**src/rtl/muldiv_sequencer.sv**
```systemverilog
// muldiv_sequencer: iterative multiply/divide unit for a pipelined core.
//   Shift-add multiply and restoring divide, one bit per enabled cycle, followed by a
//   sign-correction cycle (FIX) and a one-cycle result cycle (DONE).
//   Build option: define MULDIV_SIGNED_EN to enable signed MULT/DIV; when it is undefined,
//   op_in[0] is ignored and every operation is unsigned.
// Ports:
//   clk, rst            clock, synchronous active-high reset
//   en                  pipeline enable (0 freezes all state)
//   start_in, op_in     request and operation (00 MULTU, 01 MULT, 10 DIVU, 11 DIV)
//   data_a_in/_b_in     operands, sampled at accept
//   flush_in            abort any operation in flight
//   busy_out            state is not IDLE
//   stall_out           combinational pipeline hold request
//   done_out            completion pulse; div_by_zero_out flags a zero divisor
//   hi_data_out         product upper half / remainder
//   lo_data_out         product lower half / quotient
module muldiv_sequencer #(
   parameter int unsigned DATA_WIDTH = 32
) (
   input  logic                  clk,
   input  logic                  rst,
   input  logic                  en,
   input  logic                  start_in,
   input  logic [1:0]            op_in,
   input  logic [DATA_WIDTH-1:0] data_a_in,
   input  logic [DATA_WIDTH-1:0] data_b_in,
   input  logic                  flush_in,
   output logic                  busy_out,
   output logic                  stall_out,
   output logic                  done_out,
   output logic                  div_by_zero_out,
   output logic [DATA_WIDTH-1:0] hi_data_out,
   output logic [DATA_WIDTH-1:0] lo_data_out
);

   localparam int unsigned W = DATA_WIDTH;
   localparam int unsigned CntW = $clog2(DATA_WIDTH) + 1;
   localparam logic [CntW-1:0] LastIter = CntW'(DATA_WIDTH - 1);

   typedef enum logic [1:0] {StIdle, StCalc, StFix, StDone} state_e;

   state_e          state_q;
   logic [CntW-1:0] cnt_q;
   logic [2*W-1:0]  work_q;   // mul: {partial product, multiplier}; div: {remainder, quotient}
   logic [W-1:0]    opnd_q;   // multiplicand or divisor magnitude
   logic            is_div_q;
   logic            done_q;
   logic            dbz_q;
   logic [W-1:0]    hi_q;
   logic [W-1:0]    lo_q;
`ifdef MULDIV_SIGNED_EN
   logic            neg_res_q;  // product / quotient must be negated
   logic            neg_rem_q;  // remainder follows the dividend's sign
`endif

   // Operand magnitudes and signs at accept time.
   logic [W-1:0] mag_a;
   logic [W-1:0] mag_b;
`ifdef MULDIV_SIGNED_EN
   logic sign_a;
   logic sign_b;
   always_comb begin
      sign_a = op_in[0] & data_a_in[W-1];
      sign_b = op_in[0] & data_b_in[W-1];
      mag_a  = sign_a ? -data_a_in : data_a_in;
      mag_b  = sign_b ? -data_b_in : data_b_in;
   end
`else
   logic unused_op0;
   assign unused_op0 = op_in[0];
   always_comb begin
      mag_a = data_a_in;
      mag_b = data_b_in;
   end
`endif

   // One iteration of the shift-add multiply or restoring divide.
   logic [W:0]     add_sum;
   logic [W:0]     div_shift;
   logic [W:0]     div_diff;
   logic [2*W-1:0] iter_d;
   always_comb begin
      add_sum   = {1'b0, work_q[2*W-1:W]} + {1'b0, opnd_q};
      div_shift = {work_q[2*W-1:W], work_q[W-1]};
      div_diff  = div_shift - {1'b0, opnd_q};
      if (is_div_q) begin
         // Top bit of the difference set means the trial subtract went negative: restore.
         if (!div_diff[W]) iter_d = {div_diff[W-1:0], work_q[W-2:0], 1'b1};
         else              iter_d = {div_shift[W-1:0], work_q[W-2:0], 1'b0};
      end else if (work_q[0]) begin
         iter_d = {add_sum, work_q[W-1:1]};
      end else begin
         iter_d = {1'b0, work_q[2*W-1:1]};
      end
   end

   // Sign correction applied in FIX.
   logic [W-1:0] fix_hi;
   logic [W-1:0] fix_lo;
   always_comb begin
      fix_hi = work_q[2*W-1:W];
      fix_lo = work_q[W-1:0];
`ifdef MULDIV_SIGNED_EN
      if (is_div_q) begin
         if (neg_rem_q) fix_hi = -work_q[2*W-1:W];
         if (neg_res_q) fix_lo = -work_q[W-1:0];
      end else if (neg_res_q) begin
         {fix_hi, fix_lo} = -work_q;
      end
`endif
   end

   always_ff @(posedge clk) begin
      if (rst) begin
         state_q   <= StIdle;
         cnt_q     <= '0;
         work_q    <= '0;
         opnd_q    <= '0;
         is_div_q  <= 1'b0;
         done_q    <= 1'b0;
         dbz_q     <= 1'b0;
         hi_q      <= '0;
         lo_q      <= '0;
`ifdef MULDIV_SIGNED_EN
         neg_res_q <= 1'b0;
         neg_rem_q <= 1'b0;
`endif
      end else if (flush_in) begin
         // Abort wins over enable; results of the aborted operation are never written.
         state_q <= StIdle;
         done_q  <= 1'b0;
         dbz_q   <= 1'b0;
      end else if (en) begin
         unique case (state_q)
            StIdle: begin
               if (start_in) begin
                  is_div_q <= op_in[1];
                  cnt_q    <= '0;
                  if (op_in[1] && (data_b_in == '0)) begin
                     hi_q    <= data_a_in;
                     lo_q    <= '1;
                     done_q  <= 1'b1;
                     dbz_q   <= 1'b1;
                     state_q <= StDone;
                  end else begin
                     work_q  <= op_in[1] ? {{W{1'b0}}, mag_a} : {{W{1'b0}}, mag_b};
                     opnd_q  <= op_in[1] ? mag_b : mag_a;
                     state_q <= StCalc;
                  end
`ifdef MULDIV_SIGNED_EN
                  neg_res_q <= sign_a ^ sign_b;
                  neg_rem_q <= sign_a;
`endif
               end
            end
            StCalc: begin
               work_q <= iter_d;
               cnt_q  <= cnt_q + 1'b1;
               if (cnt_q == LastIter) state_q <= StFix;
            end
            StFix: begin
               hi_q    <= fix_hi;
               lo_q    <= fix_lo;
               done_q  <= 1'b1;
               dbz_q   <= 1'b0;
               state_q <= StDone;
            end
            StDone: begin
               done_q  <= 1'b0;
               dbz_q   <= 1'b0;
               state_q <= StIdle;
            end
            default: state_q <= StIdle;
         endcase
      end
   end

   assign busy_out        = (state_q != StIdle);
   assign stall_out       = (!rst && (state_q == StIdle) && en && start_in && !flush_in)
                            || (state_q == StCalc) || (state_q == StFix);
   assign done_out        = done_q;
   assign div_by_zero_out = dbz_q;
   assign hi_data_out     = hi_q;
   assign lo_data_out     = lo_q;

endmodule
```
**config.mk**
```make
export PLATFORM = sky130hd
export DESIGN_NAME = muldiv_sequencer
export DESIGN_NICKNAME = d
export VERILOG_FILES = /design/src/rtl/muldiv_sequencer.sv
export SDC_FILE = /design/constraint.sdc
export NUM_CORES = 1
export LEC_CHECK = 0
export BUFFER_PORTS_ARGS = -buffer_cell sky130_fd_sc_hd__clkbuf_2
export CORE_UTILIZATION = 30
export CTS_BUF_LIST = sky130_fd_sc_hd__clkbuf_2
export CTS_CLUSTER_SIZE = 30
export DETAILED_ROUTE_END_ITERATION = 8
export SLEW_MARGIN = 15
export SYNTH_ARGS = -nofsm -noshare
export SYNTH_HDL_FRONTEND = slang
export SYNTH_SLANG_ARGS = --single-unit
```
**constraint.sdc**
```tcl
create_clock -name clk -period 7.2 [get_ports clk]
set_input_delay 0.72 -clock clk [delete_from_list [all_inputs] [get_ports clk]]
set_output_delay 0.72 -clock clk [all_outputs]
set_load 0.02 [all_outputs]
```
Word-level counts from Yosys, hierarchy flattened
Cells that the tools add are included.
{ "word_totals": {"regBits": 171, "latch_bits": 0, "ram_bits": 0, "romBits": 0, "in_bits": 71, "output_inout_bits": 68, "wordCells": 72, "memories": 0} }
{ "classes": {"addsub": 3, "multipliers": 0, "div_mod_pow": 0, "magnitude_cmp": 0, "eq_ne": 8, "shifts": 0, "n_mux": 24, "bitwise": 2, "reduce_logical": 26} }
{ "op_table": {"columns": ["op", "n"], "rows": [
  ["$mux W64", 5],
  ["$mux W32", 6],
  ["$pmux W32 S2", 2],
  ["$pmux W64 S2", 1],
  ["$add A32 B32 Y33", 1],
  ["$sub A33 B32 Y33", 1],
  ["$logic_not A32 Y1", 1],
  ["$reduce_and A4 Y1", 4],
  ["$reduce_and A5 Y1", 3],
  ["$pmux W6 S2", 1],
  ["$ne A2 B2 Y1 const B", 4],
  ["$pmux W2 S4", 1],
  ["$reduce_bool A2 Y1", 4],
  ["$add A6 B1 Y6 const B", 1],
  ["$eq A6 B5 Y1 const B", 1],
  ["$mux W2", 3],
  ["$mux W6", 1],
  ["$logic_and A1 B1 Y1", 5],
  ["$eq A2 B2 Y1 const B", 2],
  ["$reduce_or A2 Y1", 2],
  ["$pmux W1 S3", 1],
  ["$reduce_and A3 Y1", 1],
  ["$reduce_bool A3 Y1", 1],
  ["$eq A2 B1 Y1 const B", 1],
  ["other kinds (6)", 10]
]} }

Longest topological paths before layout
Gate-level depths: netlist (run 1).
{ "logic_depth": {"depth_word": 7, "depth_mapped": 14} }

Least setup slack after synthesis (run 1)
OpenSTA, ideal clock, no wires.
{ "synth_path": {"path_kind": "register to register", "from": "reg work_q[32]", "to": "reg work_q[61]", "setup_ns": 0.081, "arrival_time_ns": 2.968, "slack_ns": 4.151, "stages_incl_launch_ff": 14, "n_path_buf": 0, "synth_period_minus_slack_ns": 3.049, "cell_sequence": "dfxtp_1 ha_1 inv_1 fa_1 nand2b_1 a21oi_1 o2111ai_1 a2111oi_2 o32ai_2 o21ai_1 nor3b_1 a21oi_1 o311a_1 a41oi_1"} }
{ "synth_via": {"elab_chain_len": 4} }
{ "synth_lines": {"columns": ["item", "line_no", "source"], "rows": [
  ["start, declared", "44", "logic [2*W-1:0] work_q;"],
  ["start signal, assigned", "146", "work_q <= op_in[1] ? {{W{1'b0}}, mag_a} : {{W{1'b0}}, mag_b};"],
  ["start signal, assigned", "157", "work_q <= iter_d;"],
  ["$sub A33 B32 Y33 or $add A32 B32 Y33 (tied branches)", "85, 83", null],
  ["$mux W64, on equally long branches", "88, 90", null],
  ["$mux W64 *", "86", "if (is_div_q) begin"],
  ["$pmux W64 S2 *", "134", "unique case (state_q)"]
]} }
Every way passes the cells marked *; elsewhere a longest branch is shown, timed or not.
A chain may end at the register's enable or synchronous reset.

Worst setup path after layout (run 1)
{ "layout_path": {"from": "reg work_q[31]", "to": "reg work_q[60]"} }
{ "layout_via": {"elab_chain_len": 4} }
{ "layout_lines": {"columns": ["item", "line_no", "source"], "rows": [
  ["$sub A33 B32 Y33", "85", "div_diff = div_shift - {1'b0, opnd_q};"],
  ["$mux W64", "88", "if (!div_diff[W]) iter_d = {div_diff[W-1:0], work_q[W-2:0], 1'b1};"],
  ["$mux W64", "86", null],
  ["$pmux W64 S2", "134", null]
]} }
Every way passes these cells.

==> results of run 1 <==
==> flip-flops by register name (all words and copies together) (netlist names) <==
| name | cells |
|---|---|
| div_by_zero_out | 1 |
| hi_data_out | 32 |
| cnt_q | 6 |
| work_q | 64 |
| done_out | 1 |
| is_div_q | 1 |
| lo_data_out | 32 |
| opnd_q | 32 |
| state_q | 2 |
==> power by group <==
| group | switching [mW] | total, mW | internal [mW] |
|---|---|---|---|
| registers | 0.0293 | 1.01 | 0.979 |
| logic | 0.280 | 0.449 | 0.169 |
| clock network | 0.392 | 0.559 | 0.167 |
==> metal layers <==
layer | wire [um] | up-vias | share of wire
met1 | 17760 | 5369 | 0.47
met5 | 0 | - | 0
met2 | 16590 | 323 | 0.44
li1 | - | 5572 | -
met4 | 917 | 0 | 0.025
met3 | 2150 | 51 | 0.057
==> per-stage QoR <==
step,hold WS (ns),setup slack (ns),utilization,instances
6_report,0.1094,3.151,0.3381,2076
5_1_grt,0.06092,2.882,0.3381,2076
4_1_cts,0.04506,3.203,0.3379,2075
3_5_place_dp,0.4738,2.410,0.3316,2043
3_3_place_gp,0.4699,2.441,0.3316,2043
2_1_floorplan,0.4550,4.151,-,1482
==> cell families after synthesis <==
kind of cell,Yosys count,share of synthesized area
buffers and inverters,164,0.05746
flip-flops,171,0.2885
adder cells (fa/ha/maj),71,0.07612
AND/OR/NAND/NOR,406,0.1539
AO/OA/AOI/OAI,500,0.2858
XOR/XNOR,56,0.04133
multiplexers,114,0.09689
==> worst paths after layout <==
check | startpoint | endpoint | depth (start not counted)
worst max-delay path | work_q[31] | work_q[60] | 13
worst min-delay path | flush_in | done_out | 2
worst max register to register | work_q[31] | work_q[60] | 13
worst min register to register | cnt_q[1] | cnt_q[1] | 2
==> area by class of cell <==
cell class                 count  area, um^2  area share
multi-input combinational   1147        7806      0.5947
clock inverter                15       162.7     0.01239
clock buffer                  17       85.08    0.006482
inverter                      59       221.5     0.01687
tap                          518       648.1     0.04938
timing repair buffer         148       773.2     0.05891
antenna                        1       2.502   0.0001906
sequential                   171        3427      0.2611
==> placed cells by master, fill, tap and decap left out, types with 23 or more instances in the layout <==
cell type,n
clkbuf_2,152
nand3_1,23
dfxtp_1,170
inv_1,58
mux2i_1,107
xnor2_1,32
nand2_1,85
ha_1,67
o22ai_1,35
a21oi_1,122
nor2b_1,38
nor2_1,184
o21ai_0,55
a211oi_1,144
xor2_1,24
==> metrics.yaml, run 1 <==
synth.most_common_cell: "nor2_1"
worstPathArrival_ns: 4.79
seq_area_frac_synth: 0.2885
avgSynthCellArea_um2: 8.008
grt_busiest_layer: "met2"
stdcell_area_mm2: 0.01313
met2_usage: 0.2873
async_reset_ff_frac: 0
cts_buffer_depth: 2
yosys.area.top_type: "dfxtp_1"
nFillCells: 4137
rsz0062_at_grt: "false"
grt_overflow: 0
vias: 11320
area_growth_syn_to_layout_pct: 10.61
ys_ff_latch: 171
power_leakage_nw: 5.106
hold_viol: 0
status: "complete, no violations"
cts_tree: "done"
drt_iter0_markers: 901
crit_buf_inv: 2
total_power_mw: 2.017
slew_viol_final: 0
cpPeakStageDelay_ns: 0.56
final_antenna_net_count: 0
initial_core_util: 0.3057
met1_usage: 0.2508
drtPass1Iterations: 5
gr-usage-met3: 0.03506
power_density_mw_per_mm2: 153.6
track_usage: 0.1833
dpl_cell_area_mm2: 0.01287
drive_above_1_share: 0.1362
globalplace.congestion: 0.8842
critPathMostFrequentCell: "a21oi_1"
fin_crit_sh: 0.5623
ys.flop_type: "dfxtp_1"
period_minus_slack_ns: 4.049
post_cts_buffers: 0
cpLargestDelayFamily: "compound AO/OA/AOI/OAI gates"
setup_tns_ns: 0
syn-instance-count: 1482
cts_max_level: 4
hold_class: "in2reg"
crit_type: "reg2reg"
hold_buffers: 0
setup-violations-final: 0
drt-vias-per-instance: 5.450
wl_mm: 37.41
fp.dieW_um: 200.9
slew_headroom: 0.2835
maxCapViolations: 0
cp_slowest_cell: "buf_4"
core_area_mm2: 0.03883
end_kind: "flop"
yosysUniqueCellTypes: 78
cts_resized: 0
wl_per_cell_um: 18.02
grt_max_degree: 97
grt_antenna_before_repair: 1
syn_area_mm2: 0.01187
rows: 72
skew_ns: 0.06159
worstPathMaxFanout: 59
port_buffers: 137
hpwl_mm: 27.17
die_h_um: 200.9
io-pin-count: 139
dieArea_mm2: 0.04036
nets: 1686
ir_worst_vdd_mv: 0.1088
drc: 0
yosys_warnings: 0
numCtsBuffers: 17
clk_latency_ns: 0.84
worst_pin_slew_ns: 1.075
synth.top_cells.by_count: "nor2_1, dfxtp_1, a211oi_1"
synth_fp_nets: 1624
crit_chain: "inv_1, ha_1, fa_1, nand2b_1, a21oi_1, o211ai_2, a21oi_1, o2111ai_1, o2111ai_4, buf_4, mux2i_1, o22ai_1, a221o_1"
cp-start-kind: "flop"
grt_pass1_wl_mm: 59.31
crit_required_ns: 7.94
synth-edff-count: 0
cts_sinks: 171
grt_pass1_vias: 10670
cts.clk_slew.worst_paths_ns: 0.29
reg2reg_slack_ns: 3.15
fmax_mhz: 247.0
synth_top_area_frac: 0.2885
synthTopCellsByArea: "dfxtp_1, a211oi_1, mux2i_1"
cts_root_buf: "clkbuf_2"
Power figures use the tool's default switching activity.
==> run 2: changes to the inputs <==
Clock period 7.2 ns to 4.2 ns, I/O delays scaled along.
==> metrics.yaml, run 2 (synthesis gave the netlist of run 1 again) <==
dieArea_mm2: 0.04036  # unchanged
grt_antenna_before_repair: 1  # unchanged
drt_iter0_markers: 820  # -9.0%
rsz0062_at_grt: "false"
wl_per_cell_um: 17.75  # -1.5%
min_from: "data_b_in[14]"
hold_viol: 0  # unchanged
r2r_start: "work_q[32]"
hold_ws_ns: 0.05583  # -0.05359 ns
slew_headroom: 0.3396  # +0.05608
final_antenna_net_count: 0  # unchanged
globalplace.congestion: 0.9110  # +3.0%
grt_pass1_vias: 11010  # +3.2%
period_minus_slack_ns: 3.812  # -0.2368 ns
largest_reg_flops: 64  # unchanged
nets: 1770  # +5.0%
power_density_mw_per_mm2: 255.7  # +66%
numCtsBuffers: 17  # unchanged
crit_chain: "ha_1, inv_1, fa_1, nand2b_1, a21oi_1, o2111ai_1, buf_4, a2111oi_2, buf_4, o32ai_2, o21ai_1, nor3b_1, a21oi_1, o311a_1, a41oi_1"
whs_path_depth: 3  # +1
initial_core_util: 0.3057  # unchanged
cp-start-kind: "flop"
crit_cells: 15  # +2
cts_resized: 0  # unchanged
hpwl_mm: 28.34  # +4.3%
drtPass1Iterations: 6  # +1
cts_tree: "done"
clk_latency_ns: 0.84  # about the same
track_usage: 0.1867  # +0.003488
hold_buffers: 71  # +71
drt-vias-per-instance: 5.456  # +0.11%
ir_worst_vdd_mv: 0.2281  # +110%
core_area_mm2: 0.03883  # unchanged
cts_max_level: 4  # unchanged
worstPathArrival_ns: 4.57  # -0.22 ns
fin_crit_sh: 0.9076  # +0.3453
cpPeakStageDelay_ns: 0.52  # -0.04 ns
post_cts_buffers: 0  # unchanged
drc: 0  # unchanged
status: "complete, no violations"
final_common_cell: "nor2_1"
cp_slowest_cell: "dfxtp_1"
power_leakage_nw: 5.498  # +7.7%
fmax_mhz: 262.3  # +6.2%
setup_tns_ns: 0  # unchanged
wl_mm: 38.36  # +2.5%
area_growth_syn_to_layout_pct: 17.90
cts.clk_slew.worst_paths_ns: 0.28  # about the same
vias: 11790  # +4.2%
io-pin-count: 139  # unchanged
port_buffers: 137  # unchanged
cts_sinks: 171  # unchanged
cpLargestDelayFamily: "compound AO/OA/AOI/OAI gates"
r2r.worst_path.cells: 15  # +2
largest-register: "work_q"
crit_type: "reg2reg"
reg2reg_slack_ns: 0.39  # -2.76 ns
drive_above_1_share: 0.1377  # +0.001562
cts_root_buf: "clkbuf_2"
fp.dieW_um: 200.9  # unchanged
cts_buffer_depth: 2  # unchanged
worst_pin_slew_ns: 0.9896  # -0.08521 ns
skew_ns: 0.04236  # -0.01923 ns
grt_overflow: 0  # unchanged
hold_class: "in2reg"
end_kind: "flop"
grt_pass1_wl_mm: 60.59  # +2.2%
crit_buf_inv: 3  # +1
rows: 72  # unchanged
setup-violations-final: 0  # unchanged
final_cell_mix: "nor2_1, dfxtp_1, clkbuf_2, a211oi_1, a21oi_1"
min_to: "opnd_q[14]"
crit_required_ns: 4.96  # -2.98 ns
worstPathMaxFanout: 7  # -88%
regToRegEndpoint: "work_q[61]"
die_h_um: 200.9  # unchanged
slew_viol_final: 0  # unchanged
startpoint: "work_q[32]"
grt_max_degree: 82  # -15%
maxCapViolations: 0  # unchanged
[run 2: changes by cell type in the layout (fill, tap and decap cells not counted), sizes merged]
| cell | delta |
|---|---|
| clkinvlp | -2 |
| inv | +2 |
| buf | +13 |
| diode | +1 |
| dlygate4sd3 | +71 |
[run 2: final cells by class]
cell class	instances	area [um^2]
clock inverters	15	200.2
repair buffers	232	1607
fillers	4061	24840
multi-input cells	1147	7799
flip-flops and latches	171	3427
well taps	518	648.1
inverters	59	221.5
diodes	2	5.005
clock buffers	17	85.08
[run 2: layer usage]
layer | up-vias | global-route usage | part of all wire
met3 | 56 | 0.03052 | 0.061
li1 | 5759 | - | -
met2 | 382 | 0.3012 | 0.46
met4 | 0 | 0.05725 | 0.023
met1 | 5594 | 0.2534 | 0.46
met5 | - | 0 | 0
[run 2: tightest hold or removal path: stages]
cell and delay (ns):
clkbuf_2 0.11, mux2i_1 0.23, a211oi_1 0.11
[run 2: worst max-delay path by stage]
stage	end	slack, ns
after floorplan	work_q[61]	1.15
after global placement	work_q[61]	0.51
after detailed placement	work_q[61]	0.53
after CTS	work_q[61]	0.45
after global routing	work_q[61]	0.13
final	work_q[61]	0.39
[run 2: per-stage QoR]
step	power (mW)	setup WS, ns	util	instances	instance area [um^2]
6_report	3.578	0.3881	0.3604	2161	13990
5_1_grt	3.746	0.1300	0.3604	2161	13990
4_1_cts	3.592	0.4456	0.3602	2159	13990
3_5_place_dp	2.516	0.5319	0.3346	2056	12990
3_3_place_gp	2.510	0.5060	0.3346	2056	12990
2_1_floorplan	2.289	1.151	-	1482	11870
[run 2: power by group]
group / internal, mW / switching [mW]
combinational: 0.345 / 0.482
clock: 0.314 / 0.706
sequential: 1.68 / 0.0513
total: 2.34 / 1.24
==> run 3: changes to the inputs <==
Settings changed: CORE_ASPECT_RATIO set to 0.5.
==> metrics.yaml, run 3 (synthesis gave the netlist of run 1 again) <==
power_density_mw_per_mm2: 259.2  # +1.4%
fp.dieW_um: 283.3  # +41%
crit_type: "reg2reg"
preCtsSetupSlack_ns: 0.5680  # +0.03608 ns
core_area_mm2: 0.03892  # +0.25%
fmax_mhz: 262.4  # about the same
cts_buffer_depth: 2  # unchanged
drc: 0  # unchanged
grt_antenna_before_repair: 3  # +2
die_h_um: 142.6  # -29%
rsz0062_at_grt: "false"
hpwl_mm: 28.13  # -0.72%
wl_met1_mm: 18.65  # +6.0%
cts_root_buf: "clkbuf_2"
initial_core_util: 0.3049  # -0.0007663
track_usage: 0.1858  # -0.0009387
grt_pass1_vias: 10640  # -3.4%
largest-register: "work_q"
setup_tns_ns: 0  # unchanged
ir_worst_vdd_mv: 0.1480  # -35%
final_cell_mix: "nor2_1, dfxtp_1, clkbuf_2, a211oi_1, a21oi_1"
dieArea_mm2: 0.04041  # +0.12%
cts_tree: "done"
fin_crit_sh: 0.9072  # about the same
cp-start-kind: "flop"
timing.final.ws_setup_ns: 0.3896  # +0.001501 ns
period_minus_slack_ns: 3.810  # -0.001501 ns
crit_required_ns: 4.93  # -0.03 ns
slew_headroom: 0.3816  # +0.04208
top_layer: "met4"
worst_pin_slew_ns: 0.9218  # -0.06773 ns
drive_above_1_share: 0.1373  # -0.0003818
maxCapViolations: 0  # unchanged
clk_latency_ns: 0.82  # -0.02 ns
dpl_cell_area_mm2: 0.01299  # unchanged
worstPathMaxFanout: 7  # unchanged
vias: 11550  # -2.1%
hold_class: "in2reg"
grt_max_degree: 74  # -9.8%
port_buffers: 137  # unchanged
setup-violations-final: 0  # unchanged
globalplace.congestion: 0.9079  # -0.34%
area_growth_syn_to_layout_pct: 17.28
grt_overflow: 0  # unchanged
largest_reg_flops: 64  # unchanged
wl_mm: 38.17  # -0.52%
drt_iter0_markers: 846  # +3.2%
wl_per_cell_um: 17.64  # -0.65%
cts_max_level: 4  # unchanged
rows: 51  # -29%
stdcell_area_mm2: 0.01392  # -0.53%
nets: 1760  # -0.56%
hold_viol: 0  # unchanged
drtPass1Iterations: 5  # -1
power_leakage_nw: 5.464  # -0.62%
worstPathArrival_ns: 4.54  # -0.03 ns
route.met2.wl_mm: 16.45  # -6.1%
grt_pass1_wl_mm: 60.00  # -0.98%
slew_viol_final: 0  # unchanged
end_kind: "flop"
cts_sinks: 171  # unchanged
numCtsBuffers: 17  # unchanged
final_antenna_net_count: 0  # unchanged
final_common_cell: "nor2_1"
route.met3.wl_mm: 2.285  # -2.9%
skew_ns: 0.04710  # +0.004733 ns
cts.clk_slew.worst_paths_ns: 0.28  # about the same
drt-vias-per-instance: 5.335  # -2.2%
status: "complete, no violations"
io-pin-count: 139  # unchanged
run 3: changes by cell type in the layout (fill, tap and decap cells not counted):
cell           before  now
inv_8               5    4
clkinv_4            2    1
clkinv_2            0    2
buf_4              24   22
diode_2             2    3
clkinv_8            2    1
bufinv_16           2    3
dlygate4sd3_1      71   63
run 3: final cells by class:
cell class / instances / area [um^2]
fillers: 4161 / 25010
clock buffers: 17 / 85.08
clock inverters: 15 / 203.9
inverters: 59 / 221.5
diodes: 3 / 7.507
flip-flops and latches: 171 / 3427
repair buffers: 222 / 1511
multi-input cells: 1147 / 7799
well taps: 530 / 663.1
run 3: routing by layer:
layer | vias to the layer above | global-route usage
met5 | - | 0
met4 | 0 | 0.05405
met3 | 43 | 0.03802
met2 | 274 | 0.2844
met1 | 5494 | 0.2618
li1 | 5734 | -
run 3: timing repair:
item	in CTS	in global routing
hold buffers	63	0
hold endpoints to repair	58	0
setup buffers	0	0
gates resized for setup	0	0
run 3: path summary, 6_finish.rpt:
check	slack, ns	to	cells past startpoint	startpoint
max	0.39	work_q[55]	13	work_q[32]
max reg2reg	0.39	work_q[55]	13	work_q[32]
min	0.09	opnd_q[16]	3	data_b_in[16]
min reg2reg	0.50	cnt_q[5]	2	cnt_q[5]
run 3: stage by stage:
| stage | power, mW | std cells | hold slack, ns | util |
|---|---|---|---|---|
| 3_5_place_dp | 2.515 | 2066 | 0.4805 | 0.3338 |
| 3_3_place_gp | 2.512 | 2066 | 0.4676 | 0.3338 |
| 6_report | 3.608 | 2164 | 0.08616 | 0.3576 |
| 5_1_grt | 3.787 | 2164 | 0.01647 | 0.3576 |
| 4_1_cts | 3.617 | 2161 | 0.02769 | 0.3574 |
| 2_1_floorplan | 2.289 | 1482 | 0.4550 | - |
run 3: where the power goes:
group | internal [mW] | switching (mW)
Combinational | 0.337 | 0.488
Sequential | 1.68 | 0.0488
Clock | 0.360 | 0.695
Total | 2.38 | 1.23
run 3: worst max-delay path, stage by stage, from the launching register on:
cell,delay (ns)
dfxtp_1,0.51
ha_1,0.24
inv_1,0.06
fa_1,0.40
nand2b_1,0.18
a21oi_1,0.25
o2111ai_1,0.37
a31oi_1,0.35
nor3b_1,0.36
o31ai_1,0.25
o221ai_1,0.26
xnor2_1,0.15
o21ai_0,0.09
a32o_1,0.28
